$ cat src/rtl/data_mem_unit.sv
// Byte-addressed little-endian data memory with valid/ready request and
// response handshakes, configurable read latency and misalignment errors.
//
// Ports:
//   clk, rst_n            clock, synchronous active-low reset
//   req_valid/req_ready   request handshake (ready only while idle)
//   req_we                1 = store, 0 = load
//   req_size              00 byte, 01 half, 10 word, 11 illegal
//   req_unsigned          loads: 1 = zero-extend, 0 = sign-extend
//   req_addr, req_wdata   byte address, right-aligned store data
//   rsp_valid/rsp_ready   response handshake; response held until taken
//   rsp_rdata, rsp_err    extended load data, error flag
module data_mem_unit #(
  parameter int ADDR_W    = 8,
  parameter int RD_LAT    = 1,
  parameter     INIT_FILE = ""
) (
  input  logic              clk,
  input  logic              rst_n,
  input  logic              req_valid,
  output logic              req_ready,
  input  logic              req_we,
  input  logic [1:0]        req_size,
  input  logic              req_unsigned,
  input  logic [ADDR_W-1:0] req_addr,
  input  logic [31:0]       req_wdata,
  output logic              rsp_valid,
  input  logic              rsp_ready,
  output logic [31:0]       rsp_rdata,
  output logic              rsp_err
);

  localparam int DEPTH = 1 << (ADDR_W - 2);
  localparam logic [1:0] LAT_M1 = 2'(RD_LAT - 1);

  typedef enum logic [1:0] {
    IDLE,
    RDWAIT,
    RESP
  } state_t;

  state_t state;
  state_t state_nx;

  logic [1:0]  cnt;
  logic [1:0]  cnt_nx;
  logic [31:0] data_q;
  logic [31:0] data_nx;
  logic        err_q;
  logic        err_nx;

  logic [31:0] mem [DEPTH];

  logic              accept;
  logic              bad;
  logic [ADDR_W-3:0] idx;
  logic [1:0]        lane;
  logic [3:0]        mask;
  logic [31:0]       wrep;
  logic              mem_we;
  logic [31:0]       rd_word;
  logic [31:0]       shifted;
  logic [31:0]       ld_data;

  assign accept = req_valid & req_ready;
  assign idx    = req_addr[ADDR_W-1:2];
  assign lane   = req_addr[1:0];

  always_comb begin
    bad = 1'b0;
    unique case (req_size)
      2'b00: bad = 1'b0;
      2'b01: bad = lane[0];
      2'b10: bad = (lane != 2'b00);
      default: bad = 1'b1;
    endcase
  end

  // Store data is replicated across lanes so the mask alone
  // picks which bytes land.
  always_comb begin
    mask = 4'b0000;
    wrep = req_wdata;
    unique case (req_size)
      2'b00: begin
        mask = 4'b0001 << lane;
        wrep = {4{req_wdata[7:0]}};
      end
      2'b01: begin
        mask = lane[1] ? 4'b1100 : 4'b0011;
        wrep = {2{req_wdata[15:0]}};
      end
      2'b10: begin
        mask = 4'b1111;
        wrep = req_wdata;
      end
      default: begin
        mask = 4'b0000;
        wrep = req_wdata;
      end
    endcase
  end

  // A store racing reset is dropped, as is any erroring request.
  assign mem_we = rst_n & accept & req_we & ~bad;

  always_ff @(posedge clk) begin
    if (mem_we) begin
      for (int i = 0; i < 4; i++) begin
        if (mask[i]) begin
          mem[idx][8*i +: 8] <= wrep[8*i +: 8];
        end
      end
    end
  end

  assign rd_word = mem[idx];
  assign shifted = rd_word >> {lane, 3'b000};

  always_comb begin
    ld_data = shifted;
    unique case (req_size)
      2'b00: begin
        if (req_unsigned) ld_data = {24'd0, shifted[7:0]};
        else ld_data = {{24{shifted[7]}}, shifted[7:0]};
      end
      2'b01: begin
        if (req_unsigned) ld_data = {16'd0, shifted[15:0]};
        else ld_data = {{16{shifted[15]}}, shifted[15:0]};
      end
      default: ld_data = shifted;
    endcase
  end

  always_comb begin
    state_nx = state;
    cnt_nx   = cnt;
    data_nx  = data_q;
    err_nx   = err_q;
    unique case (state)
      IDLE: begin
        if (accept) begin
          err_nx  = bad;
          data_nx = (bad | req_we) ? 32'd0 : ld_data;
          if (bad | req_we) begin
            state_nx = RESP;
          end else if (RD_LAT <= 1) begin
            state_nx = RESP;
          end else begin
            state_nx = RDWAIT;
            cnt_nx   = LAT_M1;
          end
        end
      end
      RDWAIT: begin
        // Counter reaching zero on this edge means the response
        // becomes visible exactly RD_LAT cycles after accept.
        if (cnt <= 2'd1) begin
          state_nx = RESP;
          cnt_nx   = 2'd0;
        end else begin
          cnt_nx = cnt - 2'd1;
        end
      end
      RESP: begin
        if (rsp_ready) begin
          state_nx = IDLE;
          data_nx  = 32'd0;
          err_nx   = 1'b0;
        end
      end
      default: begin
        state_nx = IDLE;
        cnt_nx   = 2'd0;
        data_nx  = 32'd0;
        err_nx   = 1'b0;
      end
    endcase
  end

  always_ff @(posedge clk) begin
    if (!rst_n) begin
      state  <= IDLE;
      cnt    <= 2'd0;
      data_q <= 32'd0;
      err_q  <= 1'b0;
    end else begin
      state  <= state_nx;
      cnt    <= cnt_nx;
      data_q <= data_nx;
      err_q  <= err_nx;
    end
  end

  assign req_ready = (state == IDLE);
  assign rsp_valid = (state == RESP);
  assign rsp_rdata = rsp_valid ? data_q : 32'd0;
  assign rsp_err   = rsp_valid ? err_q : 1'b0;

endmodule

$ cat config.mk
export PLATFORM = sky130hd
export DESIGN_NAME = data_mem_unit
export DESIGN_NICKNAME = d
export VERILOG_FILES = /design/src/rtl/data_mem_unit.sv
export SDC_FILE = /design/constraint.sdc
export NUM_CORES = 2
export LEC_CHECK = 0
export CAP_MARGIN = 20
export CELL_PAD_IN_SITES_DETAIL_PLACEMENT = 1
export CELL_PAD_IN_SITES_GLOBAL_PLACEMENT = 2
export CORE_MARGIN = 2
export CORE_UTILIZATION = 30
export DETAILED_ROUTE_END_ITERATION = 6
export DONT_BUFFER_PORTS = 1
export PLACE_DENSITY = 0.5
export SYNTH_ARGS = -nofsm -noshare
export SYNTH_HDL_FRONTEND = slang
export SYNTH_SLANG_ARGS = --single-unit
$ cat constraint.sdc
create_clock -name clk -period 5.25 [get_ports clk]
set_input_delay 0 -clock clk [delete_from_list [all_inputs] [get_ports clk]]
set_output_delay 0 -clock clk [all_outputs]
set_load 0.03 [all_outputs]
# [After elaboration in Yosys (flattened, before gate mapping)]
# Memory sizes are Yosys's and may differ from the RTL's.
# Index checks and enable logic that the tools add are counted.
# W data, S select, Z words.
[word_totals] elab_cells=63 reg_bits=37 in_bits=48 memories=1 mem_bits_rw=2048
[op_classes] n_mux=34 bitwise_logic=7 eq_ne=7 n_shift=2 n_addsub=1 n_lt_le_gt_ge=1 n_reduce_logical=6
[memory_table] name="mem" depth=64 word_bits=32 read_ports=1 rd_ports_with_merged_regs=0 wr=1 line="52" source="logic [31:0] mem [DEPTH];"
[op_table] cell="$mux W32" n=6
[op_table] cell="$pmux W32 S2" n=2
[op_table] cell="$pmux W32 S3" n=1
[op_table] cell="$shr A32 B5 Y32" n=1
[op_table] cell="$mux W1" n=15
[op_table] cell="$pmux W4 S3" n=1
[op_table] cell="$mux W2" n=4
[op_table] cell="$pmux W1 S3" n=2
[op_table] cell="$pmux W2 S3" n=1
[op_table] cell="$reduce_and A3 Y1" n=2
[op_table] cell="$and A1 B1 Y1" n=4
[op_table] cell="$eq A2 B1 Y1 const B" n=2
[op_table] cell="$eq A2 B2 Y1 const B" n=2
[op_table] cell="$logic_not A2 Y1" n=2
[op_table] cell="$mux W4" n=1
[op_table] cell="$ne A2 B1 Y1 const B" n=2
[op_table] cell="$pmux W2 S2" n=1
[op_table] cell="$shl A1 B2 Y4 const A" n=1
[op_table] cell="$le A2 B1 Y1 const B" n=1
[op_table] cell="$ne A2 B2 Y1 const B" n=1
[op_table] cell="$not A1 Y1" n=2
[op_table] cell="$reduce_bool A2 Y1" n=1
[op_table] cell="$reduce_or A2 Y1" n=1
[op_table] cell="$sub A2 B1 Y2 const B" n=1
[op_table] cell="$or A1 B1 Y1" n=1

# [Depth between registers and ports, before layout]
[depth] ltp_word=7 mapped_depth=16 ltp_nobuf=8

# [Least setup slack after synthesis]
# OpenSTA, ideal clock, no wires.
[synth_path] path_type="input -> register" from="input port req_size[0]" to="memory mem[0][24] (data pin)" setup_time_ns=0.702 cell_stages=4 n_path_buf=2 slack_ns=1.207 t_arrival_ns=3.341 path_cell_list="clkbuf_1 > clkbuf_1 > mux2i_1 > o21ai_0"
[synth_via] elab_chain_len=2 word_cells_on_any_way=3 classes_between="eq/ne: 1; mux: 1; reduce/logical: 1"
[synth_rtl] item="from (decl)" line="23" source="input logic [1:0] req_size,"
[synth_rtl] item="$eq A2 B1 Y1 or $logic_not A2 Y1 (tied branches)" line="84" source="unique case (req_size)"
[synth_rtl] item="$pmux W32 S2 (*)" line="84"
[synth_rtl] item="via wrep[24]" line="59" source="logic [31:0] wrep;"
[synth_rtl] item="to (decl)" line="52"
# Mark *: on every way through the listed nets, which the timed path passes. The rest lies on a longest branch.

# [Worst setup path after layout]
[layout_path] from="input port req_addr[5]" to="register data_q[19]"
[layout_via] elab_chain_len=7 word_cells_on_any_way=8 classes_between="shift: 1; mux: 6; memory: 1"
[layout_rtl] item="from (decl)" line="25" source="input logic [ADDR_W-1:0] req_addr,"
[layout_rtl] item="$mem_v2 Z64 W32 (*)"
[layout_rtl] item="$shr A32 B5 Y32 (*)" line="118" source="assign shifted = rd_word >> {lane, 3'b000};"
[layout_rtl] item="$mux W32 (on tied branches)" line="128, 124"
[layout_rtl] item="$pmux W32 S2 (*)" line="122" source="unique case (req_size)"
[layout_rtl] item="$mux W32 (*)" line="144" source="data_nx = (bad | req_we) ? 32'd0 : ld_data;"
[layout_rtl] item="$mux W32 (*)" line="142" source="if (accept) begin"
[layout_rtl] item="$pmux W32 S3 (*)" line="140" source="unique case (state)"
[layout_rtl] item="to (signal assigned)" line="190" source="data_q <= data_nx;"
[layout_rtl] item="to (decl)" line="47" source="logic [31:0] data_q;"
# Every way passes the cells marked *; elsewhere a longest branch is shown, timed or not. The select of a mux whose other input is x is not followed.
# A chain may end at the register's enable or synchronous reset.

==> results.toml <==
[synthesis]
ys_seq_area_share_pct = 77.8
synth_xor_area_share_pct = 0
synth_compound_area_share_pct = 11.0
yosys.area_share.simple_pct = 5.05
syn-num-nets = 4634
synth-adder-area-share_pct = 0
yosysWarnings = 0
synth_enable_flop_cells = 2048
syn_area_mm2 = 0.0800
ys_seq_elements = 2082
postSynthCellCount = 4586
synth.top_cell.area_share_pct = 76.9
syn_area_per_cell_um2 = 17.4
synthArstFlopShare_pct = 0
yosysTopAreaCell = "edfxtp_1"
synth_cell_types = 86
synth_top_family_by_area = "compound AO/OA/AOI/OAI gates"
synth.mux.area_fraction_pct = 3.92
post_synth_main_area_contributors = "edfxtp_1 (77%), a22oi_1 (4.5%), mux4_2 (1.5%)"
ys.flop_type = "edfxtp_1"

[cells_and_area]
fin_util_pct = 35.2
nNetsFinal = 4871
syn2layout_area_growth_pct = 16.8
fillers = 26400
layout.cells.non_filler = 8570
drive_gt1_share_pct = 16.2
multi_input_area_mm2 = 0.0163
regArea_mm2 = 0.0622

[detailed_routing]
wl_mm = 341
detail_route.wl_per_cell_um = 39.8
postRouteAntennaNets = 0
drt_drc_violations_left = 0
dr.first_iter.drc_count = 5973
drtPass1Iterations = 6
num_vias = 48200
routed_via_density = 5.62

[sta]
fin_setup_tns_ps = 0
fin_crit_sh_pct = 94.4
hold_ws_ps = -6.03
rsz0062_at_grt = "false"
maxSlewViolCount = 0
min_period_ps = 4960
relSlewSlack_pct = 3.81
worst_slew_pin_slew_ps = 1440
finalSetupViolCount = 0
fmax_ghz = 0.202
clock-skew-final_ps = 37.2
hold_violations = 2

[setup_path]
worstSetupStartpointType = "input pin"
reg2reg_from = "mem[13][31]"
critPathRequiredTime_ps = 6070
worst-r2r-cell-count = 10
crit_start = "req_addr[5]"
endpoint_kind = "flop"
worstSetupPathType = "in2reg"
worstReg2RegEnd = "data_q[19]"
critPathArrivalTime_ps = 5770
path_max_fanout = 24
r2r_setup_slack_ps = 500

[placement]
routabilityCongestion = 0.829
port_buffers = 0
post-place-cells = 8041
dp_hpwl_mm = 209

[die]
io_pins = 83
rows = 189
fp.dieW_um = 520
coreArea_mm2 = 0.265
die_area_mm2 = 0.271
start_util_pct = 30.2
die_h_um = 520

[worst_hold_path]
hold_end = "mem[46][14]"
min_from = "req_wdata[14]"
hold_depth = 2
hp-class = "in2reg"

[power]
power_density_mw_per_mm2 = 385
ir_worst_vdd_v = 0.000362
leakagePower_nw = 28.6

[global_routing]
overflow = 0
grt_max_degree = 327
antenna_found_initial = 44
grt_usage_pct = 24.8
grt_pass1_wl_mm = 456
grt_pass1_vias = 48100

[clocking]
cts_buffers = 228
cts_max_level = 4
clk_pin_slew_worst_paths_ps = 60
cts_sinks = 2082
cts_setup_buffers = 0
cts_resized = 0
cts_tree = "done"
cts_root_buffer = "clkbuf_16"
clk_latency_ps = 880
hold_buffers = 73
clk_path_buf_depth = 3

[status]
status = "finished with violations"
failed_checks = "hold timing"

[job]
cap_viol_max_count = 0
[cell usage in the layout, fill, tap and decap left out, types with 43 or more instances in the layout]
| cell | Yosys | layout |
|---|---|---|
| edfxtp_1 | 2048 | 2048 |
| a22o_1 | 93 | 93 |
| a21oi_1 | 63 | 63 |
| a22oi_1 | 479 | 479 |
| a221oi_1 | 96 | 96 |
| mux2_2 | 96 | 96 |
| a221o_1 | 58 | 58 |
| dlygate4sd3_1 | 0 | 61 |
| nand2_1 | 157 | 155 |
| clkbuf_1 | 129 | 49 |
| clkbuf_16 | 0 | 232 |
| mux4_2 | 52 | 52 |
| clkinv_1 | 0 | 61 |
| clkinv_2 | 0 | 43 |
| a31oi_1 | 56 | 56 |
| buf_4 | 23 | 242 |
| mux2i_1 | 74 | 74 |
| nand4_1 | 44 | 44 |
| nor2_1 | 302 | 299 |
[sequential cells by signal, summed over array words and instances (netlist names)]
name    flops
data_q     32
err_q       1
mem      2048
state       1
[worst max-delay path, cell delays in order]
cell	delay, ps
dlygate4sd3_1	1150
and3_1	590
buf_4	410
a22oi_1	120
o21ai_1	410
a2111oi_4	140
a31oi_2	590
o221a_4	340
o221a_4	200
dlygate4sd3_1	990
a221o_1	200
dlygate4sd3_1	540
[worst max-delay path by stage]
stage | to | slack (ps) | cells past startpoint
6_report | data_q[19] | 290 | 12
3_5_place_dp | data_q[2] | 1140 | 10
3_3_place_gp | data_q[2] | 990 | 10
4_1_cts | data_q[19] | 530 | 10
5_1_grt | data_q[19] | 480 | 12
2_1_floorplan | mem[0][24] | 1210 | 4
[cell type report]
| cell class | count | share of cell area, % |
|---|---|---|
| multi-input combinational | 2139 | 17.4 |
| tap | 3533 | 4.73 |
| clock inverter | 132 | 1.14 |
| inverter | 19 | 0.0777 |
| timing repair buffer | 353 | 3.60 |
| sequential | 2082 | 66.6 |
| antenna | 31 | 0.0830 |
| clock buffer | 281 | 6.41 |
[power by group]
group / internal, mW / leakage [nW] / switching [mW] / total (mW)
Clock: 8.77 / 3.46 / 6.79 / 15.6
Combinational: 0.520 / 6.39 / 1.47 / 1.99
Sequential: 18.4 / 18.7 / 0.0109 / 18.4
Total: 27.7 / 28.6 / 8.27 / 35.9
[cells in the mapped netlist, drive strengths merged (57+ instances only)]
master and instances:
a22oi 480, a221o 58, a22o 93, mux2i 74
edfxtp 2048, o21ai 57, clkbuf 129, a21oi 63
a221oi 97, nand2 157, mux2 104, a31oi 57
nor2 302, buf 217
[logic make-up after synthesis]
logic type / Yosys count
AND/OR/NAND/NOR: 777
AO/OA/AOI/OAI: 1130
buffers and inverters: 365
flip-flops: 2082
multiplexers: 232
[layer usage]
metal	share of wire, %	vias up	GRT usage (%)
li1	-	19500	-
met1	43	26400	33.9
met2	47	1829	39.8
met3	6.2	420	3.85
met4	4.0	6	9.00
met5	0.012	-	0
[per-stage QoR]
stage	setup slack, ps	area, um^2	power, mW
floorplan	1210	80000	19.7
global placement	989	85000	20.5
detailed placement	1140	85300	20.5
CTS	534	93200	36.2
global route	477	93400	36.8
finish	294	93400	35.9
Note: power is estimated with default switching activity, not from simulation.
